$ cat src/rtl/cci_test_csrs_mux.sv
// MMIO CSR manager for CCI test AFUs: DFH/ID/frequency/event counters/test CSRs,
// with local read responses queued behind AFU-owned responses on one return path.
module cci_test_csrs_mux #(
  parameter int           NUM_TEST_CSRS        = 8,
  parameter int           TEST_CSR_BASE        = 32,
  parameter int           NUM_CTRS             = 7,
  parameter int           CTR_WIDTH            = 48,
  parameter int           CTR_READ_CLEAR       = 0,
  parameter int           RSP_FIFO_DEPTH       = 4,
  parameter logic [23:0]  NEXT_DFH_BYTE_OFFSET = 24'h0,
  parameter logic [127:0] AFU_ID               = 128'h438d6c19_ff0c_40da_a43d_1f18bf214d19,
  parameter int           CLK_FREQ_MHZ         = 400
) (
  input  logic                       clk,
  input  logic                       reset_n,
  input  logic                       mmio_valid,
  input  logic                       mmio_is_read,
  input  logic [15:0]                mmio_addr,
  input  logic [8:0]                 mmio_tid,
  input  logic [63:0]                mmio_wdata,
  input  logic                       afu_rsp_valid,
  input  logic [8:0]                 afu_rsp_tid,
  input  logic [63:0]                afu_rsp_data,
  output logic                       rsp_valid,
  output logic [8:0]                 rsp_tid,
  output logic [63:0]                rsp_data,
  input  logic [NUM_CTRS-1:0]        evt,
  input  logic [64*NUM_TEST_CSRS-1:0] csr_rd_data,
  output logic [NUM_TEST_CSRS-1:0]   csr_wr_en,
  output logic [63:0]                csr_wr_data,
  output logic                       rsp_overflow
);
  // Handshake: every valid here is a one-cycle strobe with no ready; the FIU
  // and AFU never stall us and we never stall them, so overflow is reported, not backpressured.

  localparam int IDX_W = 15;
  localparam int PTR_W = $clog2(RSP_FIFO_DEPTH);
  localparam logic [IDX_W-1:0] CLAIM_LIMIT = IDX_W'(TEST_CSR_BASE + NUM_TEST_CSRS);
  localparam logic [63:0] DFH = {4'h1, 19'b0, (NEXT_DFH_BYTE_OFFSET == 24'h0),
                                 NEXT_DFH_BYTE_OFFSET, 4'h0, 12'h0};

  logic             s0_valid, s0_is_read;
  logic [IDX_W-1:0] s0_idx;
  logic [8:0]       s0_tid;
  logic [63:0]      s0_wdata;
  logic             addr_unused;

  assign addr_unused = mmio_addr[0];

  always_ff @(posedge clk) begin
    if (!reset_n) s0_valid <= 1'b0;
    else          s0_valid <= mmio_valid && (mmio_addr[15:1] < CLAIM_LIMIT);
    s0_is_read <= mmio_is_read;
    s0_idx     <= mmio_addr[15:1];
    s0_tid     <= mmio_tid;
    s0_wdata   <= mmio_wdata;
  end

  logic                     rd_fire, wr_fire, ctr_clear;
  logic [63:0]              rd_data;
  logic [NUM_CTRS-1:0]      ctr_sel;
  logic [NUM_TEST_CSRS-1:0] test_sel;
  logic [CTR_WIDTH-1:0]     ctr_q [NUM_CTRS];

  assign rd_fire   = s0_valid && s0_is_read;
  assign wr_fire   = s0_valid && !s0_is_read;
  assign ctr_clear = wr_fire && (s0_idx == IDX_W'(7)) && s0_wdata[0];

  always_comb begin
    rd_data  = '0;
    ctr_sel  = '0;
    test_sel = '0;
    case (s0_idx)
      IDX_W'(0): rd_data = DFH;
      IDX_W'(1): rd_data = AFU_ID[63:0];
      IDX_W'(2): rd_data = AFU_ID[127:64];
      IDX_W'(8): rd_data = 64'(CLK_FREQ_MHZ);
      default:   rd_data = '0;
    endcase
    for (int i = 0; i < NUM_CTRS; i++) begin
      if (s0_idx == IDX_W'(9 + i)) begin
        rd_data    = 64'(ctr_q[i]);
        ctr_sel[i] = 1'b1;
      end
    end
    for (int j = 0; j < NUM_TEST_CSRS; j++) begin
      if (s0_idx == IDX_W'(TEST_CSR_BASE + j)) begin
        rd_data     = csr_rd_data[64*j +: 64];
        test_sel[j] = 1'b1;
      end
    end
  end

  // Clear beats increment; a read-clear reloads with this cycle's event so none is lost.
  always_ff @(posedge clk) begin
    for (int i = 0; i < NUM_CTRS; i++) begin
      if (!reset_n || ctr_clear)
        ctr_q[i] <= '0;
      else if ((CTR_READ_CLEAR != 0) && rd_fire && ctr_sel[i])
        ctr_q[i] <= CTR_WIDTH'(evt[i]);
      else if (evt[i])
        ctr_q[i] <= ctr_q[i] + CTR_WIDTH'(1);
    end
  end

  always_ff @(posedge clk) begin
    if (!reset_n) begin
      csr_wr_en   <= '0;
      csr_wr_data <= '0;
    end else begin
      csr_wr_en <= wr_fire ? test_sel : '0;
      if (wr_fire) csr_wr_data <= s0_wdata;
    end
  end

  logic [72:0]      q_mem [RSP_FIFO_DEPTH];
  logic [PTR_W-1:0] wr_ptr, rd_ptr;
  logic [PTR_W:0]   q_count;
  logic             q_empty, q_full, pop, bypass, push_req, push, drop;

  assign q_empty  = (q_count == '0);
  assign q_full   = (q_count == (PTR_W+1)'(RSP_FIFO_DEPTH));
  assign pop      = !afu_rsp_valid && !q_empty;
  // An empty queue with an idle AFU lets the local read skip the queue entirely.
  assign bypass   = rd_fire && !afu_rsp_valid && q_empty;
  assign push_req = rd_fire && !bypass;
  assign push     = push_req && (!q_full || pop);
  assign drop     = push_req && q_full && !pop;

  always_ff @(posedge clk) begin
    if (push) q_mem[wr_ptr] <= {s0_tid, rd_data};
  end

  always_ff @(posedge clk) begin
    if (!reset_n) begin
      wr_ptr  <= '0;
      rd_ptr  <= '0;
      q_count <= '0;
    end else begin
      if (push) wr_ptr <= wr_ptr + PTR_W'(1);
      if (pop)  rd_ptr <= rd_ptr + PTR_W'(1);
      q_count <= q_count + (PTR_W+1)'(push) - (PTR_W+1)'(pop);
    end
  end

  always_ff @(posedge clk) begin
    if (!reset_n) begin
      rsp_valid    <= 1'b0;
      rsp_tid      <= '0;
      rsp_data     <= '0;
      rsp_overflow <= 1'b0;
    end else begin
      rsp_valid <= afu_rsp_valid || pop || bypass;
      if (afu_rsp_valid)  {rsp_tid, rsp_data} <= {afu_rsp_tid, afu_rsp_data};
      else if (pop)       {rsp_tid, rsp_data} <= q_mem[rd_ptr];
      else if (bypass)    {rsp_tid, rsp_data} <= {s0_tid, rd_data};
      if (drop) rsp_overflow <= 1'b1;
    end
  end

endmodule

$ cat config.mk
export PLATFORM = sky130hd
export DESIGN_NAME = cci_test_csrs_mux
export DESIGN_NICKNAME = d
export VERILOG_FILES = /design/src/rtl/cci_test_csrs_mux.sv
export SDC_FILE = /design/constraint.sdc
export NUM_CORES = 2
export LEC_CHECK = 0
export ABC_AREA = 1
export CAP_MARGIN = 20
export CORE_MARGIN = 5
export CORE_UTILIZATION = 25
export CTS_CLUSTER_DIAMETER = 120
export DETAILED_ROUTE_END_ITERATION = 8
export SYNTH_ARGS = -nofsm -noshare
export SYNTH_HDL_FRONTEND = slang
export SYNTH_SLANG_ARGS = --single-unit
export TNS_END_PERCENT = 100
$ cat constraint.sdc
create_clock -name clk -period 6.1 [get_ports clk]
set_input_delay 0.61 -clock clk [delete_from_list [all_inputs] [get_ports clk]]
set_output_delay 0.61 -clock clk [all_outputs]
set_load 0.01 [all_outputs]
* Yosys cells after proc, flatten, opt, wreduce, memory -nomap -nowiden *
Memory sizes are Yosys's and may differ from the RTL's. A register that Yosys moved wholly into a read port is not among the register bits.
Cells that the tools add are included.
W data, S select, Z words.

operators by class
  $lt $le $gt $ge = 1
  divide/modulo/power cells = 0
  equality and inequality tests = 20
  add/subtract/negate cells = 11
  multiply operators = 0
  multiplexer cells = 64
  shifts and indexed selects = 0
  reductions and logical operators = 27
  bitwise gates (word level) = 7

operator list
  cell                     count
  $mux W64                 18
  $add A48 B1 Y48 const B  7
  $mux W48                 7
  $pmux W64 S4             1
  $eq A15 B4 Y1 const B    8
  $eq A15 B6 Y1 const B    8
  $mux W1                  33
  $mux W9                  3
  $eq A15 B1 Y1 const B    1
  $eq A15 B2 Y1 const B    1
  $eq A15 B3 Y1 const B    1
  $logic_not A15 Y1        1
  $lt A15 B6 Y1 const B    1
  $logic_and A1 B1 Y1      12
  $logic_not A1 Y1         7
  $or A1 B1 Y1             7
  $add A2 B1 Y2 const B    2
  $logic_or A1 B1 Y1       4
  $mux W2                  2
  $add A3 B1 Y3            1
  $eq A3 B3 Y1 const B     1
  $logic_not A3 Y1         1
  $reduce_bool A3 Y1       1
  $sub A3 B1 Y3            1
  $reduce_and A2 Y1        1

storage, ports and cells
  output and inout port bits = 147
  bits in writable memories = 628
  memories = 2
  bits in registers = 244
  memory bits (read-only) = 0
  bits in latches = 0

memories
  memory  words  width  read ports  clocked after memory_dff  write ports  RTL line  text
  ctr_q   7      48     7           0                         7            63        logic [CTR_WIDTH-1:0] ctr_q [NUM_CTRS];
  q_mem   4      73     1           1                         1            116       logic [72:0] q_mem [RSP_FIFO_DEPTH];

* Longest topological paths before layout *
  depth after elaboration = 20
  depth in mapped cells = 29
  depth with buffers taken out = 27

* Least setup slack after synthesis *
No wires, ideal clock.

  path kind = input to register
  start = input port afu_rsp_valid
  end = memory q_mem[0][0], enable pin
  slack = 1.573 ns
  stages = 4
  required time = 5.595 ns
  arrival = 4.022 ns
  cells stage by stage = nor2_1 inv_1 nand3_1 nor2_1

between the ends
  longest elaborated chain between the ends = 8

ends and longest elaborated chain
  item                               RTL line  text
  from (decl)                        21        input logic afu_rsp_valid,
  $logic_not A1 Y1 (*)               123, 125
  $logic_and A1 B1 Y1 (2 in a row)   125       assign bypass = rd_fire && !afu_rsp_valid && q_empty;
  $logic_not A1 Y1                   126       assign push_req = rd_fire && !bypass;
  $logic_and A1 B1 Y1                126
  $logic_and A1 B1 Y1 (*)            127       assign push = push_req && (!q_full || pop);
  $mux W1 (*)                        131       if (push) q_mem[wr_ptr] <= {s0_tid, rd_data};
  $mux W1 (implied by the code) (*)  131
  to (decl)                          116

Every way passes the cells marked *; elsewhere a longest branch is shown, timed or not.

* Final worst setup path *
  start = register s0_idx[13]
  end = register rsp_data[41]

between the ends
  longest elaborated chain between the ends = 20

ends and longest elaborated chain
  item                                   RTL line  text
  from (decl)                            43        logic [IDX_W-1:0] s0_idx;
  from (signal assigned)                 54        s0_idx <= mmio_addr[15:1];
  $eq A15 B4 Y1 (tied with other cells)  73        case (s0_idx)
  $pmux W64 S4                           73
  $mux W64 (7 in a row)                  81        if (s0_idx == IDX_W'(9 + i)) begin
  $mux W64 (7 in a row)                  87        if (s0_idx == IDX_W'(TEST_CSR_BASE + j)) begin
  $mux W64 (*)                           87
  via rd_data[41]                        60        logic [63:0] rd_data;
  $mux W64 (*)                           156       else if (bypass) {rsp_tid, rsp_data} <= {s0_tid, rd_data};
  $mux W64 (*)                           155       else if (pop) {rsp_tid, rsp_data} <= q_mem[rd_ptr];
  $mux W64 (*)                           154       if (afu_rsp_valid) {rsp_tid, rsp_data} <= {afu_rsp_tid, afu_rsp_data};
  to (signal assigned)                   154
  to (signal assigned)                   155
  to (signal assigned)                   156
  to (decl)                              26        output logic [63:0] rsp_data,

The timed path passes the listed nets; every way through them passes the cells marked *. The select of a mux whose other input is x is not followed.
A chain may end at the register's enable or synchronous reset.

==> impl_results.md <==
* CTS H-tree depth at 3
* Cell taking the most area after synthesis: edfxtp_1
* Ys flop type: edfxtp_1
* Crit share post-route at between 80% and 90%
* Hold_buf cts at 0
* Root buf cell: clkbuf_16
* Final slew viol count at 0
* Post-CTS Setup Bufs at 0
* CTS tree: yes
* Fin nets at ~8k
* Min-Delay Path Depth at 3
* Int Power at 11.5 mW
* Crit end category: register
* Adder-cell share of the synthesized area at less than 1%
* Max Fanout on Critical Path at 30
* Die Ht at about 460 um
* Port Buffers at 831
* Cell variety after synth at 62
* TritonCTS Sinks at 874
* Most common cell in the netlist: nand2_1
* Post-Synth Simple-Gate Area at 29.6%
* Critical path depth at 21
* Grt ovf at 0
* Cts repair resizes at 0
* Max-cap violations at 0
* Core area at between 150000 and 200000 um2
* Cell chain of the critical path: nor2_1, nand2_1, nor2_2, buf_4, nand2_1, nor2_1, nand2_2, buf_4, inv_2, buf_12, a21oi_1, a21oi_1, buf_4, o21ai_0, nand2_1, nand2_1, nand2_1, nand2_1, nand2_1, nand2_1, a21oi_1
* Clock Power Share at about two fifths
* Die Span X at approximately 460 um
* Worst reg-to-reg path cell count at 21
* Max clock buf depth at 3
* Synth Area in XOR/XNOR at less than 1%
* Post-synth ARST share at 0%
* Worst-Margin Slew at roughly 1.1 ns
* Synth Area in Compound Gates at about 15%
* Max Clock Skew at between 0.08 and 0.09 ns
* Switching share of total power at ~30%
* Max Clock Freq at between 150 and 200 MHz
* Row count at around 160
* Mapped Cells at approximately 6.5k
* Global-route wire length before repair at ~380000 um
* Final Hold Viols at 0
* Starting density of the core at between 20% and 30%
* DRT iter0 DRCs at about 6.7k
* CP Launch Type: register
* Vias in the first global route at just under 50k
* Kind of cell adding the most delay to the critical path: simple AND/OR/NAND/NOR gates
* Layout area overhead at 30.4%
* Final TNS setup at 0 ns
* EDFF count, synth at 628
* Remaining DRCs at 0
* Main combinational cell family by area after synthesis: simple AND/OR/NAND/NOR gates
* Vias per cell at ~5.3
* Data arrival time of the worst path at just under 6 ns
* Syn avg cell area at between 7 and 8 um2
* Worst endpoint required time at roughly 6.8 ns
* Psw at 4.86 mW
* IR drop worst, VDD at around 250 uV
* Sequential element share of the synthesized area at a little under half
* Slowest stage delay, CP at between 0.7 and 0.8 ns
* Relative slew slack at 23.4%
* Worst-Skew Late Latency at approximately 0.79 ns
* CP max stage cell: a21oi_1
* RSZ-0062 raised after global routing: false
* Lkg Pwr at 24.7 nW
* WP buf/inv at 5
* Routability cong. at 1.06
* Clock Pin Slew Worst Setup and Hold Paths at approximately 0.060 ns
* Fillers at roughly 21k
* DP HPWL at around 220000 um
* Cell Area, Synth at between 40000 and 50000 um2
* I/O pin cnt at ~830
* Hold WC Path Type: primary input to register
* Period minus WS final at 5.23 ns
* Ys Warns at 0
* Drt total wl at around 280000 um
* Power Density at 250 nW/um2
* Combinational share of power at between 10% and 20%
* Net Count, Synth at 7188
* Ranking of synthesized cells by area: edfxtp_1 (38%), nand2_1 (13%), dfxtp_1 (9.9%), nor2_1 (6.2%), a21oi_1 (5.6%)
* Synthesized flop and latch total at about 900
* Post-synth top cells: nand2_1 (1699), nor2_1 (832), edfxtp_1 (628)
* Total power at roughly 16 mW
* Synth top area share at between 30 and 40%
* CP most frequent cell: nand2_1
* Post-detailed-route wirelength per cell at approximately 28 um
* Number of CTS-inserted buffers at 105
* Initial antenna violation count at 62
* Mux contribution to synthesized area at 0%
* Via Count at 52.7k
* Critical path class: register to register
* Sequential share of power at ~43%
* Die ar. at about 210000 um2
* Pin count of the biggest net entering global routing at 105
* Routed Antenna Nets at 0
* Layout cell share with drive strength beyond 1 at ~7%
* Setup violations, final at 0
* Status: finished, final reports clean
* GRT Util Overall at 25.5%
* DRT Pass-1 Iters at 6
final cells by class:
class                      instances  area (um2)  share of cell area [%]
clock buffer                     155        3130                    4.81
antenna                           32        80.1                   0.123
multi-input combinational       4716       22900                    35.2
inverter                         572        2160                    3.32
tap                             2656        3320                    5.10
sequential                       874       23800                    36.5
clock inverter                    40         453                   0.695
timing repair buffer             953        9310                    14.3
cells by family (layout without fill, tap and decap cells):
family | count (synthesis) | in the layout
other | 0 | 32
AND/OR/NAND/NOR | 3366 | 3366
buffers and inverters | 898 | 1720
AO/OA/AOI/OAI | 1298 | 1298
XOR/XNOR | 38 | 38
adder cells (fa/ha/maj) | 14 | 14
flip-flops | 874 | 874
worst register-to-register path: stages (launching register included):
cell and delay, ns:
dfxtp_1 0.29, nor2_1 0.12, nand2_1 0.07, nor2_2 0.47, buf_4 0.43, nand2_1 0.17, nor2_1 0.17, nand2_2 0.14
buf_4 0.27, inv_2 0.58, buf_12 0.32, a21oi_1 0.18, a21oi_1 0.74, buf_4 0.24, o21ai_0 0.09, nand2_1 0.10
nand2_1 0.06, nand2_1 0.24, nand2_1 0.11, nand2_1 0.16, nand2_1 0.08, a21oi_1 0.15
state kept, by name, summed over array words and instances (netlist names), named ones only:
register,count
q_mem,292
ctr_q,336
rsp_tid,9
s0_is_read,1
s0_valid,1
s0_wdata,64
wr_ptr,2
rsp_data,64
rsp_valid,1
q_count,3
csr_wr_data,64
s0_idx,15
csr_wr_en,8
s0_tid,9
rd_ptr,2
rsp_overflow,1
through the flow:
stage          setup WS (ns)  instances  cell area (um2)  utilization [%]  hold slack (ns)
6_report               0.868       9998            65200             32.7            0.137
5_1_grt                0.691       9986            65200             32.7            0.110
3_5_place_dp           0.878       9771            61500             30.9            0.440
4_1_cts                0.861       9966            65100             32.7           0.0780
2_1_floorplan           1.57       6488            50000                -            0.431
3_3_place_gp           0.918       9768            61500             30.8            0.436
power groups by stage:
stage	Combinational (mW)	Clock (mW)	Sequential (mW)
floorplan	1.18	0	7.08
global placement	2.66	0	7.17
global route	2.92	6.87	7.10
detailed placement	2.69	0	7.18
finish	2.74	6.51	7.07
CTS	2.70	6.62	7.06
cells in the final DEF (no fill, tap or decap), types with 18 or more instances in the layout:
master	synthesis	layout
nand2_2	13	20
inv_1	540	534
diode_2	0	32
clkbuf_8	0	21
o221ai_1	35	35
edfxtp_1	628	628
xor2_1	24	24
a21oi_1	564	564
clkinv_2	1	24
clkbuf_1	260	22
nor3b_1	69	69
nor2_4	14	27
a221o_1	18	18
a221oi_1	59	59
or2_2	75	75
dfxtp_1	246	244
a211oi_1	35	35
a31oi_1	19	19
o21a_1	27	27
o211ai_1	96	96
buf_4	3	118
o21ai_0	392	392
clkdlybuf4s50_1	0	829
nand4_1	155	155
nor2_2	25	29
nor4_1	123	120
nand2_1	1699	1692
nor2_1	832	815
nand3_1	127	127
clkbuf_16	0	110
nor3_1	166	166
o22ai_1	21	21
worst paths after layout:
kind	from	end	slack, ns
worst max-delay path	s0_idx[13]	rsp_data[41]	0.87
worst min-delay path	reset_n	q_count[0]	0.14
worst min register to register	s0_wdata[60]	csr_wr_data[60]	0.46
worst max register to register	s0_idx[13]	rsp_data[41]	0.87
metal layers:
metal	vias up	global-route usage [%]	routed length, um
met1	25215	32.2	110000
met3	640	6.37	28500
li1	23684	-	-
met2	3180	38.8	121000
met4	22	16.3	21800
met5	-	0	122
Note: power is estimated with default switching activity, not from simulation.
